[src/rtl/traffic_phase_scheduler.sv]
// Phase timer and pedestrian request latch for the six-phase traffic light FSM.
// It divides the clock into timer ticks, times each phase and pulses 'change' for one cycle to step the FSM.
module traffic_phase_scheduler #(
  parameter int TICK_DIV  = 50_000_000,
  parameter int WALK_T    = 5,
  parameter int GREEN_MIN = 10,
  parameter int GREEN_MAX = 30,
  parameter int YELLOW_T  = 3,
  parameter int CNT_W     = 8
) (
  input  logic       clock,
  input  logic       reset,
  input  logic       enable,
  input  logic       ped_req1,
  input  logic       ped_req2,
  output logic       change,
  output logic [2:0] phase,
  output logic       ped_wait1,
  output logic       ped_wait2,
  output logic       tick
);

  localparam int PW = (TICK_DIV > 1) ? $clog2(TICK_DIV) : 1;
  localparam logic [PW-1:0]    PRE_LAST    = PW'(TICK_DIV - 1);
  localparam logic [CNT_W-1:0] WALK_LAST   = CNT_W'(WALK_T - 1);
  localparam logic [CNT_W-1:0] YELLOW_LAST = CNT_W'(YELLOW_T - 1);
  localparam logic [CNT_W-1:0] GMIN_LAST   = CNT_W'(GREEN_MIN - 1);
  localparam logic [CNT_W-1:0] GMAX_LAST   = CNT_W'(GREEN_MAX - 1);

  typedef enum logic [2:0] {
    PH_A = 3'd0,
    PH_B = 3'd1,
    PH_C = 3'd2,
    PH_D = 3'd3,
    PH_E = 3'd4,
    PH_F = 3'd5
  } phase_t;

  phase_t           phase_q, phase_d;
  logic [PW-1:0]    presc_q, presc_d;
  logic [CNT_W-1:0] elapsed_q, elapsed_d;
  logic             change_q, change_d;
  logic             wait1_q, wait1_d;
  logic             wait2_q, wait2_d;
  logic             tick_w;
  logic             expire;

  always_ff @(posedge clock) begin
    if (reset) begin
      phase_q   <= PH_A;
      presc_q   <= '0;
      elapsed_q <= '0;
      change_q  <= 1'b0;
      wait1_q   <= 1'b0;
      wait2_q   <= 1'b0;
    end else begin
      phase_q   <= phase_d;
      presc_q   <= presc_d;
      elapsed_q <= elapsed_d;
      change_q  <= change_d;
      wait1_q   <= wait1_d;
      wait2_q   <= wait2_d;
    end
  end

  // Expiry is suppressed while a change is already in flight, so change can never repeat back to back.
  always_comb begin
    tick_w = enable && !reset && (presc_q == PRE_LAST);
    expire = 1'b0;
    if (tick_w && !change_q) begin
      case (phase_q)
        PH_A, PH_D: expire = (elapsed_q == WALK_LAST);
        PH_C, PH_F: expire = (elapsed_q == YELLOW_LAST);
        PH_B:       expire = ((elapsed_q >= GMIN_LAST) && wait1_q) || (elapsed_q == GMAX_LAST);
        PH_E:       expire = ((elapsed_q >= GMIN_LAST) && wait2_q) || (elapsed_q == GMAX_LAST);
        default:    expire = 1'b0;
      endcase
    end
  end

  always_comb begin
    phase_d = phase_q;
    case (phase_q)
      PH_A:    if (change_q) phase_d = PH_B;
      PH_B:    if (change_q) phase_d = PH_C;
      PH_C:    if (change_q) phase_d = PH_D;
      PH_D:    if (change_q) phase_d = PH_E;
      PH_E:    if (change_q) phase_d = PH_F;
      PH_F:    if (change_q) phase_d = PH_A;
      default: phase_d = PH_A;
    endcase
  end

  always_comb begin
    presc_d = presc_q;
    if (enable) presc_d = (presc_q == PRE_LAST) ? '0 : presc_q + 1'b1;

    elapsed_d = elapsed_q;
    if (change_q)                elapsed_d = '0;
    else if (tick_w && !expire)  elapsed_d = elapsed_q + 1'b1;

    change_d = expire;

    // A request is dropped while its walk phase is lit and on the edge that enters it.
    wait1_d = wait1_q | ped_req1;
    if ((phase_q == PH_D) || (phase_d == PH_D)) wait1_d = 1'b0;
    wait2_d = wait2_q | ped_req2;
    if ((phase_q == PH_A) || (phase_d == PH_A)) wait2_d = 1'b0;
  end

  assign change    = change_q;
  assign phase     = phase_q;
  assign ped_wait1 = wait1_q;
  assign ped_wait2 = wait2_q;
  assign tick      = tick_w;

endmodule
[config.mk]
export PLATFORM = sky130hd
export DESIGN_NAME = traffic_phase_scheduler
export DESIGN_NICKNAME = d
export VERILOG_FILES = /design/src/rtl/traffic_phase_scheduler.sv
export SDC_FILE = /design/constraint.sdc
export NUM_CORES = 1
export LEC_CHECK = 0
export ABC_AREA = 1
export CAP_MARGIN = 20
export CORE_MARGIN = 2
export CORE_UTILIZATION = 45
export DETAILED_ROUTE_END_ITERATION = 10
export GPL_ROUTABILITY_DRIVEN = 0
export PLACE_DENSITY = 0.6
export SYNTH_ARGS = -nofsm -noshare
export SYNTH_HDL_FRONTEND = slang
export SYNTH_SLANG_ARGS = --single-unit
[constraint.sdc]
create_clock -name clock -period 2.6 [get_ports clock]
set_clock_uncertainty 0.05 [all_clocks]
set_input_delay 0.26 -clock clock [delete_from_list [all_inputs] [get_ports clock]]
set_output_delay 0.26 -clock clock [all_outputs]
set_load 0.03 [all_outputs]
==> impl_metrics.csv <==
group,metric,value,unit
status,status,"complete, no violations",
critical_path,r2r_start,"presc_q[1]$_SDFFE_PP0P_",
detailed_routing,drtIter0Drc,117,
critical_path,critPathSlowestCell,"clkdlybuf4s50_1",
floorplan,coreArea,5140,um2
timing,tightest_slew,0.4326,ns
run,maxCapViolCount,0,
placement,hpwl,4.316,mm
synth,yosysSeqAreaShare,33.11,%
grt,grt_pass1_wl,9.853,mm
cts,post_cts_buffers,0,
synth,yosysWarnings,0,
pwr,swShare,22.28,%
cts,clock_latency,0.29,ns
floorplan,boundaryPins,12,
pwr,power_density,444.2,nW/um2
synth,synth_top_family_by_area,"simple AND/OR/NAND/NOR gates",
synth,synth_fa_ha_area_share,2.069,%
grt,grtUsageMet1,31.13,%
pwr,power.internal,0.9486,mW
detailed_routing,wire_per_inst,12.28,um
timing,rsz0062_at_grt,"false",
floorplan,die_h,77.31,um
critical_path,r2r_end,"elapsed_q[3]$_SDFFE_PP0P_",
final_layout,final_area,2748,um2
floorplan,die_x,77.31,um
critical_path,end_kind,"primary output",
grt,grt_max_degree,14,
cts,ctsLongestPathBuffers,2,
synth,synthXorXnorAreaFrac,3.621,%
cts,clk_pin_slew_worst_paths,0.09,ns
timing,setup_ws,0.1463,ns
final_layout,antenna_cells,0,
critical_path,cp_cell_sequence,"nor4_1 > nand3_1 > nor3_1 > clkdlybuf4s50_1",
placement,dp.cells,453,
critical_path,start_kind,"flip-flop",
critical_path,crit_type,"flip-flop to primary output",
detailed_routing,num_vias,2300,
grt,overflow,0,
synth,synth_area,2419,um2
synth,synth-compound-area-share,8.019,%
timing,fmax,407.5,MHz
worst_hold_path,min_from,"elapsed_q[7]$_SDFFE_PP0P_",
final_layout,final_nets,399,
cts,tritoncts,"built",
floorplan,rows,26,
critical_path,cp_max_fo,7,
pwr,combPwrFrac,3.8,%
synth,syn_inst,371,
timing,slew_headroom,71.13,%
pwr,power.switching,0.2720,mW
placement,port_buffers,11,
final_layout,multi_input_area,1403,um2
grt,met2_usage,29.30,%
grt,antenna_found_initial,0,
cts,cts.sinks,40,
timing,period_share,94.37,%
synth,synth_top_cell_area_share,33.11,%
final_layout,seq_area,800.8,um2
timing,drv_slew,0,
placement,placed_cell_area,2626,um2
pwr,seq_power_share,50.8,%
worst_hold_path,whs_path_depth,2,
final_layout,fin_cells,461,
timing,period_needed,2.454,ns
detailed_routing,vias_per_cell,4.989,
cts,root_buffer,"clkbuf_8",
final_layout,area_delta_synth_final,13.61,%
critical_path,crit_arrival,2.14,ns
worst_hold_path,hp-class,"flip-flop to flip-flop",
synth,synth_top_area_cell,"dfxtp_1",
timing,hold_viol_final,0,
detailed_routing,routed_wl,5.660,mm
final_layout,layout-drive-gt1-share,10.23,%
synth,synth_area_per_cell,6.519,um2
synth,syn_nets,380,
pwr,power.leakage,0.9959,nW
timing,whs,0.4119,ns
timing,fin_tns_setup,0,ns
critical_path,crit_required,2.29,ns
cts,cts_resized,0,
worst_hold_path,min_to,"elapsed_q[7]$_SDFFE_PP0P_",
final_layout,fillCellCount,539,
synth,ys_ff_latch,40,
synth,synth_cell_types,33,
placement,place_ws,0.3652,ns
final_layout,layout_common_cells,"nand2_1, nor2_1, inv_1",
grt,first_global_vias,2087,
detailed_routing,drtPass1Iterations,4,
synth,synthMuxAreaShare,0,%
critical_path,rrSetupSlack,0.64,ns
final_layout,mostFrequentLayoutCell,"nand2_1",
floorplan,dieArea,5977,um2
detailed_routing,ant_nets,0,
grt,grt-busiest-layer,"met1",
cts,cts_buffers,5,
floorplan,initial_utilization,47.05,%
pwr,vdd_drop_max,0.0002768,V
grt,grtUsageTotal,20.38,%
cts,holdBufCountCts,0,
detailed_routing,remaining_drc_errors,0,
critical_path,critPathMaxStageDelay,0.70,ns
critical_path,r2r_cells,11,
cts,cts-htree-levels,2,
timing,setup_viol,0,
grt,grtUsageMet3,3.765,%
synth,synth_simple_gate_area_share,44.28,%
pwr,clkPwrFrac,45.4,%
synth,synth_area_leaders,"dfxtp_1, nand2_1, nor2_1",
worst max-delay path: cells and delay by family, from the launching register on:
family | cells | cell delay [ns]
buffers and inverters | 1 | 0.70
flip-flops | 1 | 0.41
AND/OR/NAND/NOR | 3 | 0.74
sequential cells by signal, indices dropped and copies added, names as in the netlist:
signal / flops
phase: 3
ped_wait2: 1
change: 1
elapsed_q: 8
presc_q: 26
ped_wait1: 1
how the worst max path moves through the flow:
stage	from	to	slack [ns]	depth (start not counted)
after floorplan	presc_q[1]$_SDFFE_PP0P_	tick	0.84	4
after global placement	enable	tick	0.34	6
after detailed placement	enable	tick	0.37	6
after CTS	presc_q[8]$_SDFFE_PP0P_	tick	0.17	4
after global routing	presc_q[8]$_SDFFE_PP0P_	tick	0.007	4
final	presc_q[8]$_SDFFE_PP0P_	tick	0.15	4
power by group through the flow:
| stage | Combinational (mW) | Sequential, mW | Clock [mW] |
|---|---|---|---|
| detailed placement | 0.0465 | 0.635 | 0 |
| CTS | 0.0467 | 0.620 | 0.563 |
| global placement | 0.0469 | 0.634 | 0 |
| floorplan | 0.0249 | 0.636 | 0 |
| global route | 0.0522 | 0.621 | 0.586 |
| finish | 0.0461 | 0.620 | 0.555 |
routing by layer:
| metal | routed length [um] | share of wire (%) |
|---|---|---|
| met5 | 0 | 0 |
| met4 | 53 | 0.94 |
| met3 | 232 | 4.1 |
| met2 | 2352 | 42 |
| met1 | 3021 | 53 |
kinds of logic (layout without fill, tap and decap cells):
family	Yosys count	in the layout
fa+ha+maj	4	4
xor+xnor	10	10
simple gates	229	229
buf+inv	52	72
flops	40	40
compound gates	36	36
cells in the mapped netlist:
cell	instances
clkbuf_1	2
nor3b_1	1
ha_1	4
nand2_4	3
a31oi_1	1
dfxtp_1	40
nor4_1	1
clkinv_1	2
nor3_2	3
buf_4	1
inv_2	2
nand4_1	15
nand3_2	2
nand2_2	3
nor3_1	15
o21ai_2	1
or2_2	1
a21o_1	1
o2111ai_1	1
o22ai_1	2
inv_1	42
a21oi_1	22
nor2_4	4
o21ai_0	8
nand3_1	25
nor2_2	5
buf_2	1
nand2_1	94
nor3b_2	1
and3_1	1
buf_6	2
xor2_1	10
nor2_1	55
layout make-up:
class,count,area share [%]
Clock inverter,2,1.412
Tap cell,70,3.188
Multi-Input combinational cell,279,51.05
Timing Repair Buffer,18,5.920
Inverter,46,6.284
Sequential cell,40,29.14
Clock buffer,6,3.005
through the flow:
stage,total power [mW],utilization [%]
2_1_floorplan,0.6607,-
3_3_place_gp,0.6813,51.10
3_5_place_dp,0.6811,51.10
4_1_cts,1.230,53.46
5_1_grt,1.259,53.46
6_report,1.221,53.46
Note: power is estimated with default switching activity, not from simulation.
